<file path="config.mk">
export PLATFORM = sky130hd
export DESIGN_NAME = uart_tx_arbiter
export DESIGN_NICKNAME = d
export VERILOG_FILES = /design/src/rtl/uart_pkg.sv /design/src/rtl/uart_rr_pick.sv /design/src/rtl/uart_tx_arbiter.sv
export SDC_FILE = /design/constraint.sdc
export NUM_CORES = 1
export LEC_CHECK = 0
export BUFFER_PORTS_ARGS = -buffer_cell sky130_fd_sc_hd__buf_2
export CAP_MARGIN = 15
export CORE_ASPECT_RATIO = 1.4
export CORE_MARGIN = 2
export CORE_UTILIZATION = 51
export CTS_BUF_LIST = sky130_fd_sc_hd__clkbuf_2 sky130_fd_sc_hd__clkbuf_4 sky130_fd_sc_hd__clkbuf_8
export DETAILED_ROUTE_END_ITERATION = 8
export GPL_TIMING_DRIVEN = 1
export PLACE_DENSITY = 0.83
export SETUP_SLACK_MARGIN = 0.02
export SLEW_MARGIN = 15
export SYNTH_ARGS = -nofsm -noshare
export SYNTH_HDL_FRONTEND = slang
export SYNTH_SLANG_ARGS = --single-unit
</file>
<file path="constraint.sdc">
create_clock -name clk -period 5.54 [get_ports clk]
set_input_delay 0.277 -clock clk [delete_from_list [all_inputs] [get_ports clk]]
set_output_delay 0.277 -clock clk [all_outputs]
set_load 0.02 [all_outputs]
</file>
<file path="src/rtl/uart_pkg.sv">
// Shared constants for the UART transmit arbiter.
// State encoding and default sizing.
package uart_pkg;

  typedef logic state_t;

  localparam state_t IDLE  = 1'b0;
  localparam state_t GRANT = 1'b1;

  localparam int N_REQ_DEF     = 4;
  localparam int MAX_BURST_DEF = 16;

endpackage

</file>
<file path="src/rtl/uart_rr_pick.sv">
// Rotating-priority picker: first set req at or after ptr.
// Purely combinational; pick is one-hot or zero.
module uart_rr_pick #(
  parameter int N_REQ = 4,
  parameter int PW    = (N_REQ > 1) ? $clog2(N_REQ) : 1
) (
  input  logic [N_REQ-1:0] req,
  input  logic [PW-1:0]    ptr,
  output logic [N_REQ-1:0] pick,
  output logic             valid
);

  logic [PW-1:0] idx;

  always_comb begin
    pick  = '0;
    valid = 1'b0;
    idx   = '0;
    for (int k = 0; k < N_REQ; k++) begin
      idx = PW'((int'(ptr) + k) % N_REQ);
      if (!valid && req[idx]) begin
        pick[idx] = 1'b1;
        valid     = 1'b1;
      end
    end
  end

endmodule

</file>
<file path="src/rtl/uart_tx_arbiter.sv">
// Round-robin arbiter sharing one UART TX write port.
// Grant is held per message, capped at MAX_BURST bytes.
module uart_tx_arbiter
  import uart_pkg::*;
#(
  parameter int N_REQ     = N_REQ_DEF,
  parameter int MAX_BURST = MAX_BURST_DEF
) (
  input  logic               clk,
  input  logic               rst,
  input  logic [N_REQ-1:0]   req,
  input  logic [8*N_REQ-1:0] data,
  input  logic [N_REQ-1:0]   last,
  output logic [N_REQ-1:0]   ack,
  output logic [N_REQ-1:0]   grant,
  output logic               busy,
  output logic               wr_uart,
  output logic [7:0]         wr_data,
  input  logic               tx_full
);

  localparam int PW = (N_REQ > 1) ? $clog2(N_REQ) : 1;

  state_t            state;
  state_t            state_nx;
  logic [PW-1:0]     ptr;
  logic [PW-1:0]     ptr_nx;
  logic [7:0]        cnt;
  logic [N_REQ-1:0]  pick;
  logic              pick_valid;
  logic [PW-1:0]     g_idx;
  logic              g_req;
  logic              g_last;
  logic [7:0]        g_data;
  logic              accept;
  logic              rel;

  uart_rr_pick #(
    .N_REQ (N_REQ),
    .PW    (PW)
  ) u_pick (
    .req   (req),
    .ptr   (ptr),
    .pick  (pick),
    .valid (pick_valid)
  );

  // Decode the held grant into index, request, last flag and byte.
  always_comb begin
    g_idx  = '0;
    g_req  = 1'b0;
    g_last = 1'b0;
    g_data = 8'h00;
    for (int i = 0; i < N_REQ; i++) begin
      if (grant[i]) begin
        g_idx  = PW'(i);
        g_req  = req[i];
        g_last = last[i];
        g_data = data[8*i +: 8];
      end
    end
  end

  assign ptr_nx = (g_idx == PW'(N_REQ - 1)) ? '0 : g_idx + PW'(1);

  always_ff @(posedge clk or posedge rst) begin
    if (rst) state <= IDLE;
    else     state <= state_nx;
  end

  always_comb begin
    state_nx = state;
    case (state)
      IDLE:    if (pick_valid) state_nx = GRANT;
      GRANT:   if (rel)        state_nx = IDLE;
      default: state_nx = IDLE;
    endcase
  end

  always_ff @(posedge clk or posedge rst) begin
    if (rst) begin
      grant <= '0;
      ptr   <= '0;
      cnt   <= '0;
    end else begin
      case (state)
        IDLE: begin
          if (pick_valid) begin
            grant <= pick;
            cnt   <= '0;
          end
        end
        GRANT: begin
          if (rel) begin
            grant <= '0;
            ptr   <= ptr_nx;
            cnt   <= '0;
          end else if (accept) begin
            cnt <= cnt + 8'd1;
          end
        end
        default: grant <= '0;
      endcase
    end
  end

  // Mealy outputs: registered grant qualified by live req/tx_full.
  always_comb begin
    busy    = (state == GRANT);
    accept  = busy && g_req && !tx_full;
    rel     = busy && (!g_req ||
              (accept && (g_last || cnt == 8'(MAX_BURST - 1))));
    wr_uart = accept;
    wr_data = accept ? g_data : 8'h00;
    ack     = accept ? grant : '0;
  end

endmodule

</file>
-- Word-level counts from Yosys, hierarchy flattened
Cells that the tools add are included.
- add/sub/neg operators: 5
- order comparisons: 8
- equal/unequal tests: 5
- multiplexer cells: 52
- bitwise gates (word level): 4
- reductions and logical operators: 21
- operators with widths (cell ; count):
    $mux W8 ; 8
    $mux W4 ; 7
    $mux W1 ; 23
    $pmux W8 S2 ; 1
    $lt A2 B3 Y1 const B ; 4
    $or A4 B4 Y4 ; 3
    $logic_and A1 B1 Y1 ; 11
    $add A8 B1 Y8 const B ; 1
    $bmux W1 S2 ; 4
    $demux W1 S2 ; 4
    $eq A8 B4 Y1 const B ; 1
    $ge A2 B1 Y1 const B ; 4
    $pmux W4 S2 ; 1
    $mux W2 ; 3
    $reduce_and A2 Y1 ; 3
    $logic_not A1 Y1 ; 5
    $add A2 B1 Y2 const B ; 2
    $add A2 B2 Y2 const B ; 2
    $ne A3 B2 Y1 const B ; 1
    $eq A2 B2 Y1 const B ; 1
    $logic_or A1 B1 Y1 ; 2
    $ne A2 B1 Y1 const B ; 1
    $ne A2 B2 Y1 const B ; 1
    $pmux W1 S2 ; 1
    $not A1 Y1 ; 1
- register bits after elaboration: 15
- input port bits: 43
- output and inout port bits: 18
- logic and storage cells: 99

-- Longest topological paths before layout
- word-level depth: 14
- depth in mapped cells: 8
- mapped depth without buffers: 7

-- Cells and area by module
From an unflattened synthesis, not the netlist that was laid out.
- cells, all modules: 230
- area, all modules: 1935.6 um^2
- modules (own cells, without submodules) (module ; instances ; cells each ; area each (um^2) ; seq. area each (um^2)):
    uart_tx_arbiter ; 1 ; 168 ; 1441.4 ; 375.4
    uart_rr_pick ; 1 ; 62 ; 494.2 ; 0.0

-- Least setup slack after synthesis
No wires, ideal clock.
- path kind: register to register
- from: reg ptr[0]
- to: reg grant[2]
- library setup time: 0.129 ns
- data arrival time: 2.244 ns
- required time: 5.411 ns
- slack: 3.167 ns
- cell stages (with the launch flop): 9
- path buffers: 1
- period minus slack after synthesis: 2.373 ns
- cell sequence: dfrtp_1 -> buf_4 -> inv_1 -> ha_1 -> mux4_2 -> nor2b_2 -> a221oi_1 -> a211oi_1 -> a2111o_1
- word-level cells in the longest chain between the ends: 14
- elaborated cells between the ends (all ways): 52
- those cells by class: add/sub (3); order compare (8); eq/ne (1); mux (26); bitwise (3); reduce/logical (11)
- RTL lines (element ; line ; RTL):
    start: declaration ; uart_tx_arbiter.sv:26 ; logic [PW-1:0] ptr;
    start signal: assignment ; uart_tx_arbiter.sv:96 ; ptr <= ptr_nx;
    branches (longest 14 deep; another with $lt A2 B3 Y1) ; - ;
    end signal: assignment ; uart_tx_arbiter.sv:89 ; grant <= pick;
    end: declaration ; uart_tx_arbiter.sv:15 ; output logic [N_REQ-1:0] grant,
Several ways; the timed one is not identified. The select of a mux whose other input is x is not followed.
A chain may end at the register's enable or synchronous reset.

-- Final worst setup path
- from: reg grant[3]
- to: out ack[3]
- word-level cells in the longest chain between the ends: 4
- RTL lines (element ; line ; RTL):
    $mux W1 ; uart_tx_arbiter.sv:55 ; if (grant[i]) begin
    $logic_and A1 B1 Y1 (2 in series) ; uart_tx_arbiter.sv:110 ; accept = busy && g_req && !tx_full;
    $mux W4 (*) ; uart_tx_arbiter.sv:115 ; ack = accept ? grant : '0;
    end: declaration ; uart_tx_arbiter.sv:14 ; output logic [N_REQ-1:0] ack,
Every way passes the cells marked *; elsewhere a longest branch is shown, timed or not.

==> metrics.md <==
| Metric | Value |
|---|---|
| Nets | `294` |
| Clk_lat worst skew | `0.25 ns` |
| First-pass GRT wire length | `6.499 mm` |
| Post-synth top flop | `dfrtp_1` |
| Post-synth cell types | `52` |
| Reg2reg setup slack | `2.91 ns` |
| Routed len/inst | `15.15 microns` |
| Layout cells sized above 1 | `29.63%` |
| Die area | `3482 sq um` |
| # clock sinks | `15` |
| Crit Path Category | `reg2out` |
| # setup viols final | `0` |
| CP Data Arrival Time | `2.44 ns` |
| Max_slew headroom | `47.55%` |
| ANT nets after route | `0` |
| Dpl cell area | `1787 sq um` |
| Worst VDD drop | `310.5 uV` |
| Warnings, synthesis | `0` |
| Vias in the first global route | `1467` |
| Commonest non-fill, non-tap cell in the layout | `buf_2` |
| Peak Freq | `0.3683 GHz` |
| Design area | `1833 sq um` |
| Endpoints failing hold | `0` |
| Avg Inst Size Synth | `7.980 sq um` |
| Share of flip-flops with an asynchronous set or reset | `100.0%` |
| Crit path time final | `2.715 ns` |
| FF-to-FF Start | `ptr[0]` |
| First DRT Iteration DRCs | `75` |
| IO Count | `61` |
| Netlist Area Pre-Place | `1540 sq um` |
| Crit path capture type | `output port` |
| HPWL Detailed | `3.226 mm` |
| GRT overflow | `0` |
| Cell row count | `23` |
| Post-CTS setup buffers | `0` |
| Post-CTS Resized | `0` |
| Via count | `1676` |
| Diode count | `0` |
| Most frequent cells in the layout | `buf_2 (60), nor2_1 (25), a21oi_1 (19)` |
| Clock transition at path regs | `0.07 ns` |
| Number of synthesized register bits | `15` |
| DRC violations left | `0` |
| Number of enable flip-flop cells after synthesis | `0` |
| Core area | `2878 sq um` |
| Slew @ Worst Pin | `0.7795 ns` |
| Hold WC Path Type | `in2async` |
| Post-synthesis sequential area ratio | `24.37%` |
| CTS Buf Count | `3` |
| Die Wd | `50.45 microns` |
| DIE HEIGHT | `69.03 microns` |
| Initial Utilization | `53.52%` |
| Port bufs | `60` |
| Initial antenna violation count | `0` |
| Vias per inst | `5.986` |
| CP Max Fanout | `26` |
| Gate Count Post-Synth | `193` |
| Area grow syn2layout | `19.01%` |
| Startpoint types | `flip-flop` |
| TNS Setup | `0 ns` |
| Crit path launch | `grant[3]` |
| Syn Nets | `243` |
| P_leak | `0.8897 nW` |
| Largest net degree at the start of global routing | `27` |
| Pre-antenna DRT Iters | `4` |
| Hold_buf cts | `0` |
| P per Cell Area | `409.0 nW/um^2` |
| Final slew viol count | `0` |
| Status | `completed` |
| CTS max path bufs | `2` |
| CTS tree | `done` |
| Max-cap viol count | `0` |
| GPL Wtd Cong | `0.8453` |
| Clock Skew | `0.003144 ns` |
| Critical Path RT | `5.26 ns` |
| H-tree Lvls | `1` |
| RSZ-0062 raised after global routing | `no` |
| WL final | `4.242 mm` |
| Overall Global Routing Usage | `23.63%` |
| Tcrit/Tclk final | `49.01%` |
| Root buf cell | `clkbuf_8` |
-- critical path: stages, from the launching register on --
cell and delay (ns):
dfrtp_1 0.84, a211oi_1 0.15, o21ai_1 0.31, nand2b_1 0.47, inv_1 0.10, and2_1 0.17
buf_2 0.15
-- flip-flops by register name (all words and copies together), names as in the netlist --
signal / cells
cnt: 8
grant: 4
ptr: 2
busy: 1
-- cell usage after synthesis, types with 2 or more instances --
master     count  area [sq um]
a221oi_1       9         78.83
buf_6          4         45.04
nand4_1        2         12.51
and2_1         2         12.51
buf_4          3         22.52
a211oi_1       2         15.01
mux4_2         2         45.04
o21ai_0        2         10.01
o21ai_1        8         40.04
clkbuf_1       5         18.77
a22oi_1        2         15.01
nor2_1        25         93.84
o2111ai_1      3         26.28
nor3_1        10         50.05
or4_1          2         15.01
dfrtp_1       15         375.4
nor4_1         2         12.51
a21oi_1       19         95.09
inv_1         12         45.04
nor2b_1        3         18.77
nand2_1        4         15.01
a32oi_1        3         26.28
or3_1          5         31.28
or2b_1         3         22.52
nand3_1        7         35.03
ha_1           7         87.58
and3_1         5         31.28
nor3b_1        3         22.52
-- path summary, 6_finish.rpt --
path,cells after the start,endpoint
max,6,ack[3]
min,2,cnt[1]
max reg2reg,7,grant[2]
min reg2reg,1,cnt[1]
max in group asynchronous,2,grant[0]
min in group clk,3,cnt[1]
-- kinds of logic after synthesis --
group / share of synthesized area (%)
simple gates: 28.84
compound gates: 24.94
buf+inv: 9.423
flops: 24.37
fa+ha+maj: 5.686
mux: 6.743
-- report_power, final --
group          internal [mW]  switching (mW)  leakage, nW
clock                 0.0498          0.0415       0.0255
combinational          0.197           0.260        0.666
sequential             0.132          0.0693        0.198
-- routing by layer --
layer	up-vias	part of all wire, %	global-route usage [%]
met5	-	0	0
met4	0	0.80	9.009
met3	6	8.4	3.680
met2	85	52	42.54
met1	759	39	27.20
li1	826	-	-
-- area by class of cell --
type / count / area, sq um
Multi-Input combinational cell: 152 / 1020
Inverter: 12 / 45.04
Timing Repair Buffer: 60 / 300.3
Tap cell: 37 / 46.29
Clock buffer: 3 / 41.29
Sequential cell: 15 / 375.4
Fill cell: 265 / 1045
Clock inverter: 1 / 5.005
-- through the flow --
stage | hold WS (ns) | setup slack [ns] | std cells | util, % | total power [mW]
5_1_grt | 0.1254 | 2.661 | 280 | 63.70 | 0.8096
3_5_place_dp | 0.3688 | 2.889 | 276 | 62.09 | 0.6531
6_report | 0.07362 | 2.825 | 280 | 63.70 | 0.7497
3_3_place_gp | 0.3622 | 3.009 | 276 | 62.09 | 0.6442
2_1_floorplan | 0.1785 | 3.167 | 193 | - | 0.5577
4_1_cts | 0.1011 | 2.824 | 280 | 63.70 | 0.7459
(Power assumes the default switching activity.)
